`config.mk`:
```
export PLATFORM = sky130hd
export DESIGN_NAME = issue_unit
export DESIGN_NICKNAME = d
export VERILOG_FILES = /design/src/rtl/issue_unit_pkg.sv /design/src/rtl/issue_decoder.sv /design/src/rtl/issue_unit.sv
export SDC_FILE = /design/constraint.sdc
export NUM_CORES = 2
export LEC_CHECK = 0
export CAP_MARGIN = 20
export CORE_ASPECT_RATIO = 1.4
export CORE_MARGIN = 8
export CORE_UTILIZATION = 55
export CTS_CLUSTER_DIAMETER = 120
export DETAILED_ROUTE_END_ITERATION = 8
export GPL_ROUTABILITY_DRIVEN = 0
export GPL_TIMING_DRIVEN = 1
export PLACE_DENSITY = 0.85
export SYNTH_ARGS = -nofsm -noshare
export SYNTH_HDL_FRONTEND = slang
export SYNTH_SLANG_ARGS = --single-unit
```
`constraint.sdc`:
```
create_clock -name clk_in -period 64.6 [get_ports clk_in]
set_input_delay 9.69 -clock clk_in [delete_from_list [all_inputs] [get_ports clk_in]]
set_output_delay 9.69 -clock clk_in [all_outputs]
set_load 0.05 [all_outputs]
```
`src/rtl/issue_unit_pkg.sv`:
```
// rtl/issue_unit_pkg.sv - opcode constants and default ROB tag width for the issue stage
package issue_unit_pkg;

    localparam int ROB_BIT_DEFAULT = 3;

    localparam logic [6:0] OPC_LOAD   = 7'b0000011;
    localparam logic [6:0] OPC_STORE  = 7'b0100011;
    localparam logic [6:0] OPC_OP_IMM = 7'b0010011;
    localparam logic [6:0] OPC_OP     = 7'b0110011;
    localparam logic [6:0] OPC_LUI    = 7'b0110111;
    localparam logic [6:0] OPC_AUIPC  = 7'b0010111;
    localparam logic [6:0] OPC_JAL    = 7'b1101111;
    localparam logic [6:0] OPC_JALR   = 7'b1100111;
    localparam logic [6:0] OPC_BRANCH = 7'b1100011;

endpackage

```
`src/rtl/issue_decoder.sv`:
```
// rtl/issue_decoder.sv - combinational class/immediate decode of the held instruction
module issue_decoder
    import issue_unit_pkg::*;
(
    input  logic [31:0] inst,
    output logic        target_lsb,
    output logic        writes_rd,
    output logic        uses_rs1,
    output logic        uses_rs2,
    output logic        imm_op2,
    output logic        pc_op1,
    output logic [31:0] imm
);

    logic [31:0] i_imm, s_imm, b_imm, u_imm, j_imm;

    assign i_imm = {{20{inst[31]}}, inst[31:20]};
    assign s_imm = {{20{inst[31]}}, inst[31:25], inst[11:7]};
    assign b_imm = {{19{inst[31]}}, inst[31], inst[7], inst[30:25], inst[11:8], 1'b0};
    assign u_imm = {inst[31:12], 12'd0};
    assign j_imm = {{11{inst[31]}}, inst[31], inst[19:12], inst[20], inst[30:21], 1'b0};

    always_comb begin
        target_lsb = 1'b0;
        writes_rd  = 1'b0;
        uses_rs1   = 1'b0;
        uses_rs2   = 1'b0;
        imm_op2    = 1'b0;
        pc_op1     = 1'b0;
        imm        = 32'd0;
        case (inst[6:0])
            OPC_LOAD: begin
                target_lsb = 1'b1; writes_rd = 1'b1; uses_rs1 = 1'b1; imm_op2 = 1'b1; imm = i_imm;
            end
            OPC_STORE: begin
                target_lsb = 1'b1; uses_rs1 = 1'b1; uses_rs2 = 1'b1; imm = s_imm;
            end
            OPC_OP_IMM: begin
                writes_rd = 1'b1; uses_rs1 = 1'b1; imm_op2 = 1'b1; imm = i_imm;
            end
            OPC_OP: begin
                writes_rd = 1'b1; uses_rs1 = 1'b1; uses_rs2 = 1'b1;
            end
            OPC_LUI, OPC_AUIPC: begin
                writes_rd = 1'b1; pc_op1 = 1'b1; imm_op2 = 1'b1; imm = u_imm;
            end
            OPC_JAL: begin
                writes_rd = 1'b1; pc_op1 = 1'b1; imm_op2 = 1'b1; imm = j_imm;
            end
            OPC_JALR: begin
                writes_rd = 1'b1; uses_rs1 = 1'b1; imm_op2 = 1'b1; imm = i_imm;
            end
            OPC_BRANCH: begin
                uses_rs1 = 1'b1; uses_rs2 = 1'b1; imm = b_imm;
            end
            default: ;
        endcase
    end

endmodule

```
`src/rtl/issue_unit.sv`:
```
// rtl/issue_unit.sv - in-order issue stage with rename table; ISSUE_STAT_EN adds issue/stall counters
module issue_unit
    import issue_unit_pkg::*;
#(
    parameter int ROB_BIT = ROB_BIT_DEFAULT
) (
    input  logic               clk_in,
    input  logic               rst_in,
    input  logic               rdy_in,
    input  logic               rob_clear_up,
    input  logic               inst_valid,
    input  logic [31:0]        inst_in,
    input  logic [31:0]        inst_addr_in,
    output logic               inst_ready,
    input  logic               rob_full,
    input  logic               rs_full,
    input  logic               lsb_full,
    input  logic [ROB_BIT-1:0] rob_tail,
    output logic [ROB_BIT-1:0] rob_q1_entry,
    output logic [ROB_BIT-1:0] rob_q2_entry,
    input  logic               rob_q1_ready,
    input  logic               rob_q2_ready,
    input  logic [31:0]        rob_q1_value,
    input  logic [31:0]        rob_q2_value,
    input  logic               rs_ready,
    input  logic [ROB_BIT-1:0] rs_rob_entry,
    input  logic [31:0]        rs_value,
    input  logic               lsb_ready,
    input  logic [ROB_BIT-1:0] lsb_rob_entry,
    input  logic [31:0]        lsb_value,
    input  logic               commit_valid,
    input  logic [4:0]         commit_rd,
    input  logic [ROB_BIT-1:0] commit_rob_entry,
    input  logic [31:0]        commit_value,
    output logic               rob_issue,
    output logic               rs_issue,
    output logic               lsb_issue,
    output logic [6:0]         op_type_out,
    output logic [2:0]         op_out,
    output logic [31:0]        reg1_v,
    output logic [31:0]        reg2_v,
    output logic               has_dep1,
    output logic               has_dep2,
    output logic [ROB_BIT-1:0] rob_entry1,
    output logic [ROB_BIT-1:0] rob_entry2,
    output logic [ROB_BIT-1:0] rd_rob,
`ifdef ISSUE_STAT_EN
    output logic [31:0]        issue_count,
    output logic [31:0]        stall_count,
`endif
    output logic [31:0]        inst_out,
    output logic [31:0]        inst_addr_out
);

    logic               hold_valid;
    logic [31:0]        hold_inst;
    logic [31:0]        hold_pc;
    logic [31:0]        regfile [0:31];
    logic [31:0]        busy;
    logic [ROB_BIT-1:0] tags [0:31];

    logic        target_lsb, writes_rd, uses_rs1, uses_rs2, imm_op2, pc_op1;
    logic [31:0] imm;
    logic [4:0]  rs1, rs2, rd;
    logic        fire;
    logic [32:0] res1, res2;

    issue_decoder u_decoder (
        .inst       (hold_inst),
        .target_lsb (target_lsb),
        .writes_rd  (writes_rd),
        .uses_rs1   (uses_rs1),
        .uses_rs2   (uses_rs2),
        .imm_op2    (imm_op2),
        .pc_op1     (pc_op1),
        .imm        (imm)
    );

    assign rs1 = hold_inst[19:15];
    assign rs2 = hold_inst[24:20];
    assign rd  = hold_inst[11:7];

    assign fire = rdy_in && hold_valid && !rob_full && !rob_clear_up
                  && !(target_lsb ? lsb_full : rs_full);
    assign inst_ready = rdy_in && !rob_clear_up && (!hold_valid || fire);

    assign rob_issue = fire;
    assign rs_issue  = fire && !target_lsb;
    assign lsb_issue = fire && target_lsb;

    assign rob_q1_entry = tags[rs1];
    assign rob_q2_entry = tags[rs2];

    // Returns {pending, value}; the value bits are 0 while still pending.
    function automatic logic [32:0] resolve(input logic [4:0] r, input logic q_ready,
                                            input logic [31:0] q_value);
        logic [32:0] res;
        if (r == 5'd0)
            res = {1'b0, 32'd0};
        else if (!busy[r])
            res = {1'b0, (commit_valid && commit_rd == r) ? commit_value : regfile[r]};
        else if (rs_ready && rs_rob_entry == tags[r])
            res = {1'b0, rs_value};
        else if (lsb_ready && lsb_rob_entry == tags[r])
            res = {1'b0, lsb_value};
        else if (q_ready)
            res = {1'b0, q_value};
        else
            res = {1'b1, 32'd0};
        return res;
    endfunction

    assign res1 = resolve(rs1, rob_q1_ready, rob_q1_value);
    assign res2 = resolve(rs2, rob_q2_ready, rob_q2_value);

    always_comb begin
        op_type_out   = 7'd0;
        op_out        = 3'd0;
        reg1_v        = 32'd0;
        reg2_v        = 32'd0;
        has_dep1      = 1'b0;
        has_dep2      = 1'b0;
        rob_entry1    = '0;
        rob_entry2    = '0;
        rd_rob        = '0;
        inst_out      = 32'd0;
        inst_addr_out = 32'd0;
        if (hold_valid) begin
            op_type_out   = hold_inst[6:0];
            op_out        = hold_inst[14:12];
            inst_out      = hold_inst;
            inst_addr_out = hold_pc;
            rd_rob        = rob_tail;
            if (pc_op1) begin
                reg1_v = hold_pc;
            end else if (uses_rs1) begin
                {has_dep1, reg1_v} = res1;
                if (res1[32]) rob_entry1 = tags[rs1];
            end
            if (imm_op2) begin
                reg2_v = imm;
            end else if (uses_rs2) begin
                {has_dep2, reg2_v} = res2;
                if (res2[32]) rob_entry2 = tags[rs2];
            end
        end
    end

    always_ff @(posedge clk_in or posedge rst_in) begin
        if (rst_in) begin
            hold_valid <= 1'b0;
            hold_inst  <= 32'd0;
            hold_pc    <= 32'd0;
            busy       <= 32'd0;
            for (int i = 0; i < 32; i++) begin
                regfile[i] <= 32'd0;
                tags[i]    <= '0;
            end
        end else if (rdy_in) begin
            // Committed values land even during a flush.
            if (commit_valid && commit_rd != 5'd0)
                regfile[commit_rd] <= commit_value;
            if (rob_clear_up) begin
                hold_valid <= 1'b0;
                busy       <= 32'd0;
            end else begin
                if (inst_valid && inst_ready) begin
                    hold_valid <= 1'b1;
                    hold_inst  <= inst_in;
                    hold_pc    <= inst_addr_in;
                end else if (fire) begin
                    hold_valid <= 1'b0;
                end
                if (commit_valid && commit_rd != 5'd0 && tags[commit_rd] == commit_rob_entry)
                    busy[commit_rd] <= 1'b0;
                // Placed after the commit clear so a same-cycle rename of that rd wins.
                if (fire && writes_rd && rd != 5'd0) begin
                    busy[rd] <= 1'b1;
                    tags[rd] <= rob_tail;
                end
            end
        end
    end

`ifdef ISSUE_STAT_EN
    always_ff @(posedge clk_in or posedge rst_in) begin
        if (rst_in) begin
            issue_count <= 32'd0;
            stall_count <= 32'd0;
        end else begin
            if (fire)
                issue_count <= issue_count + 32'd1;
            if (hold_valid && !fire && rdy_in)
                stall_count <= stall_count + 32'd1;
        end
    end
`endif

endmodule

```
-- Yosys cells after proc, flatten, opt, wreduce, memory -nomap -nowiden
Index checks and enable logic that the tools add are counted.
- memory bits (writable): 0
- word-level logic and storage cells: 232
- memories: 0
- bits in read-only memories: 0
- flip-flop bits (word level): 1217
- output and inout bits: 159
- bits of input ports: 254
- bits in latches: 0
- div/mod/pow operators: 0
- add/subtract/negate cells: 0
- mux-type cells: 82
- reductions and logical operators: 46
- $mul: 0
- bitwise gates (word level): 8
- equal/unequal tests: 16
- shift-type cells: 0
- magnitude comparators: 12
- operator list (cell ; count):
    1024-bit bitwise mux ; 1
    32-bit two-way mux ; 20
    33-bit two-way mux ; 10
    32-bit binary-select mux with 5-bit select ; 2
    32-bit demux with 5-bit select ; 1
    32-bit one-hot mux with 5 select lines ; 1
    96-bit bitwise mux ; 1
    3-bit two-way mux ; 17
    3-bit binary-select mux with 5-bit select ; 3
    32-bit bitwise AND ; 1
    32-bit NOT ; 1
    32-bit bitwise OR ; 1
    6-bit >= comparator (second input constant) ; 4
    5-bit by 6-bit < comparator with 1-bit output (second input constant) ; 4
    5-bit NOT with 6-bit output ; 4
    1-bit logical AND ; 23
    7-bit by 6-bit == test with 1-bit output (second input constant) ; 3
    7-bit == test (second input constant) ; 3
    1-bit two-way mux ; 20
    3-bit demux with 5-bit select ; 1
    3-bit == test ; 5
    7-bit by 5-bit == test with 1-bit output (second input constant) ; 2
    6-bit by 1-bit < comparator with 1-bit output (second input constant) ; 2
    6-bit OR reduction ; 2
    17 further kinds ; 32

-- Longest topological paths before layout
- word-level depth: 14
- depth in mapped cells: 15
- gate-level depth less buffers: 8

-- Modules after synthesis
From an unflattened synthesis, not the netlist that was laid out.
- cells, all modules: 5200
- area total of the unflattened synthesis: 70366.2 um^2
- by module, submodules not included (module ; cells an instance ; area each (um^2) ; sequential area each (um^2) ; instances):
    issue_unit ; 5097 ; 69686.8 ; 30454.2 ; 1
    issue_decoder ; 103 ; 679.4 ; 0.0 ; 1

-- Worst setup path before layout
OpenSTA, ideal clock, no wires.
- path type: input to output
- from: input port commit_rd[0]
- to: output port reg2_v[4]
- buffers on the path: 3
- stages on the path: 10
- data required time: 54.910 ns
- slack: 42.220 ns
- arrival time: 12.690 ns
- cells stage by stage: clkbuf_1 clkbuf_1 xor2_1 nor4_1 and3_1 clkbuf_1 a211o_1 o211ai_1 a31o_2 a211oi_1
- longest elaborated chain between the ends: 8
- ends and longest elaborated chain (element ; line ; source):
    from (decl) ; issue_unit.sv:32 ; input logic [4:0] commit_rd,
    5-bit == test ; issue_unit.sv:101 ; res = {1'b0, (commit_valid && commit_rd == r) ? commit_value : regfile[r]};
    1-bit logical AND ; issue_unit.sv:101 ;
    32-bit two-way mux ; issue_unit.sv:101 ;
    33-bit two-way mux ; issue_unit.sv:100 ; else if (!busy[r])
    33-bit two-way mux ; issue_unit.sv:98 ; if (r == 5'd0)
    32-bit two-way mux ; issue_unit.sv:142 ; end else if (uses_rs2) begin
    32-bit two-way mux ; issue_unit.sv:140 ; if (imm_op2) begin
    32-bit two-way mux ; issue_unit.sv:128 ; if (hold_valid) begin
    to (decl) ; issue_unit.sv:41 ; output logic [31:0] reg2_v,
Every way passes these cells.

-- Final worst setup path
- from: input port commit_rd[1]
- to: output port reg1_v[15]
- longest elaborated chain between the ends: 8
- ends and longest elaborated chain (element ; line ; source):
    5-bit == test ; issue_unit.sv:101 ;
    1-bit logical AND ; issue_unit.sv:101 ;
    32-bit two-way mux ; issue_unit.sv:101 ;
    33-bit two-way mux ; issue_unit.sv:100 ;
    33-bit two-way mux ; issue_unit.sv:98 ;
    32-bit two-way mux ; issue_unit.sv:136 ; end else if (uses_rs1) begin
    32-bit two-way mux ; issue_unit.sv:134 ; if (pc_op1) begin
    32-bit two-way mux ; issue_unit.sv:128 ;
    to (decl) ; issue_unit.sv:40 ; output logic [31:0] reg1_v,
Every way passes these cells.

==> flow_summary.toml <==
[routing]
drc = 135
drtAntennaViolNets = 0
drt_iter0_drc = 8138
avgViaCountPerCell = 7.58
post_drt_wl_per_cell_um = 36.7
via_count = 53400
firstDrtPassIters = 9
drt_wl_total_um = 258000

[timing]
final_max_slew_viol_count = 0
tightest_slew_ns = 1.34
min_period_ns = 23.40
tns_ns = 0
hold_slack_ns = 0.401
fin_skew_ns = 0.0306
min_period_over_period_pct = 36.2
fmaxAchievable_mhz = 42.7
setup_slack_ns = 41.20
rsz0062_at_grt = "no"
slew_headroom_pct = 10.2
setup_viol = 0
hold_viol = 0

[floorplanning]
design.die.area_sq_um = 138000
die_y_um = 436
row_count = 154
die_w_um = 316
io_pins = 413
coreArea_sq_um = 125000
initial_core_util_pct = 55.3

[logic_synthesis]
synth_top_area_cell = "dfrtp_1"
synth_edf_count = 0
synth-xor-area-share_pct = 0.316
syn-num-nets = 5397
synth_compound_area_share_pct = 6.98
yosys_warnings = 0
synth.avg_cell_area_sq_um = 13.5
synth_top_family_by_area = "multiplexers"
synth-main-ff-cell = "dfrtp_1"
synthTopCellsByArea = "dfrtp_1 44%, mux2_2 19%, mux4_2 18%"
seq_area_frac_synth_pct = 43.9
synth_seq_cells = 1217
yosys.area_share.simple_pct = 4.05
yosysTopAreaCellShare_pct = 43.9
ys_types = 63
synthCells = 5143
synthMuxAreaShare_pct = 41.2
async_flop_share_pct = 100
syn_area_sq_um = 69300
yosys.area_share.adder_pct = 0

[final_layout]
syn2layout_area_growth_pct = 13.7
seq_area_sq_um = 30500
stdcell_area_sq_um = 78800
drive_gt1_share_pct = 40.2
multi_input_area_sq_um = 36800
nets = 5506
fill_cells = 8743

[global_route]
grt_pass1_wl_um = 370000
grt_max_degree = 189
grt_antenna_before_repair = 59
grt_pass1_vias = 53300
gr-total-overflow = 0
grt.total_usage_pct = 36.6

[placement]
port_buffers = 412
placed_area_sq_um = 74700
pre_cts_ws_ns = 41.33
hpwl_um = 160000

[cts]
cts_root_buf = "clkbuf_16"
cts_buffers = 109
clk_pin_slew_ns = 0.07
cts_tree = "built"
clockBufferDepth = 3
hold_buffers = 0
postCtsSetupBuffers = 0
cts_max_level = 3
clkSinkCount = 1217
ctsResizeCount = 0
clock_latency_ns = 0.77

[critical_path]
worstPathCellList = "clkdlybuf4s50_1 -> buf_4 -> xor2_1 -> nor4_1 -> and3_2 -> a211oi_1 -> o21ai_0 -> a22oi_1 -> a21o_1 -> a21oi_1 -> clkdlybuf4s50_1"
cpMostUsedCell = "clkdlybuf4s50_1"
ff2ff_setup_slack_ns = 59.99
cp_slowest_cell = "clkdlybuf4s50_1"
crit_family = "buffers and inverters"
r2r_cells = 8
r2r-start = "hold_inst[3]"
endpoint_kind = "output pin"
cp_num_buf_inv = 3
worstSetupPathType = "in2out"
crit_required_ns = 54.91
critPathMaxStageDelay_ns = 0.88
r2r_end = "tags[63]"
critPathLaunchType = "input port"
cp_max_fo = 32
crit_arrival_ns = 13.71

[pwr]
pwr_density_cell_nw_per_um2 = 30.5
ir_worst_vdd_mv = 0.0217
p_leak_uw = 0.0336

[outcome]
status = "complete, but fails checks"
violations = "design-rule violations"

[flow_run]
maxCapViolations = 0

[min_path]
min_path_cells = 0
hold_class = "reg2reg"
min_from = "regfile[1011]"
min_to = "regfile[1011]"
==> cell families (layout without fill, tap and decap cells) <==
family,Yosys count,after routing
AOI/OAI and AO/OA,734,734
xor gates and xnor gates,25,25
buffers and inverters,596,791
DFF,1217,1217
muxes,2019,2019
other,0,71
and+or+nand+nor,552,552
==> power by group <==
group	internal [uW]	leakage [uW]	total [uW]	switching, uW
sequential	854	0.0162	958	104
clock	361	0.00178	668	308
combinational	339	0.0156	780	441
==> worst register-to-register path, stage by stage (launching register included) <==
cell     delay (ns)
dfrtp_1        0.55
or2_2          0.39
nor4_1         0.72
mux2i_1        0.34
nor3b_1        0.47
nand3_1        0.43
or3b_2         0.64
nor2_1         0.52
mux2_2         0.42
==> cell type report <==
cell class	count	area share [%]
tap	1638	2.60
antenna	71	0.225
timing repair buffer	580	7.24
clock buffer	153	3.99
multi-input combinational	3330	46.6
inverter	14	0.0778
sequential	1217	38.7
clock inverter	44	0.557
==> sequential cells by signal (all words and copies together) (netlist names) <==
register,cells
tags,96
regfile,1024
hold_inst,32
busy,32
hold_pc,32
hold_valid,1
==> how the worst max path moves through the flow <==
| stage | depth (start not counted) | startpoint | to |
|---|---|---|---|
| final | 11 | commit_rd[1] | reg1_v[15] |
| after global placement | 11 | commit_rd[1] | reg1_v[15] |
| after global routing | 11 | commit_rd[1] | reg1_v[15] |
| after floorplan | 1 | rst_in | busy[0] |
| after CTS | 11 | commit_rd[1] | reg1_v[15] |
| after detailed placement | 11 | commit_rd[1] | reg1_v[15] |
==> metal layers <==
layer / track usage [%] / share of wire [%] / vias to the layer above
li1: - / - / 20000
met5: 0 / 0.054 / -
met4: 35.0 / 12 / 20
met2: 52.7 / 43 / 4747
met1: 40.4 / 31 / 27000
met3: 15.1 / 14 / 1563
==> placed cells by master (no fill, tap or decap), types with 24 or more instances in the layout <==
cell / instances
a21oi_1: 194
a21o_1: 32
clkbuf_16: 113
nor3_1: 85
a211oi_1: 81
clkdlybuf4s50_1: 410
diode_2: 71
buf_4: 144
mux4_2: 551
dfrtp_1: 1206
nor2_1: 110
mux2i_1: 315
clkinv_2: 28
o22ai_1: 55
nand2_1: 89
mux2_2: 1150
and2_1: 131
o21ai_0: 99
a31oi_1: 32
nor2_4: 24
a22oi_1: 57
o221ai_1: 108
==> per-stage QoR <==
step	instances	util [%]	power, uW
after global placement	6756	59.5	1680
final	7047	62.8	2410
after CTS	6958	62.4	2360
after global routing	7025	62.8	2460
after detailed placement	6761	59.6	1700
after floorplan	5143	-	1440
==> synth_stat cells (17+ instances only) <==
cell type  number
dfrtp_1      1217
mux2_2       1150
mux4_2        551
clkbuf_1      409
mux2i_1       316
a21oi_1       195
nor2_1        137
and2_1        131
o221ai_1      108
o21ai_0        99
nand2_1        97
nor3_1         89
a211oi_1       81
buf_1          74
buf_2          71
a22oi_1        57
o22ai_1        55
a21o_1         32
a31oi_1        32
buf_4          21
nand3_1        19
o21ai_1        18
a31o_2         17
(Power assumes the default switching activity.)
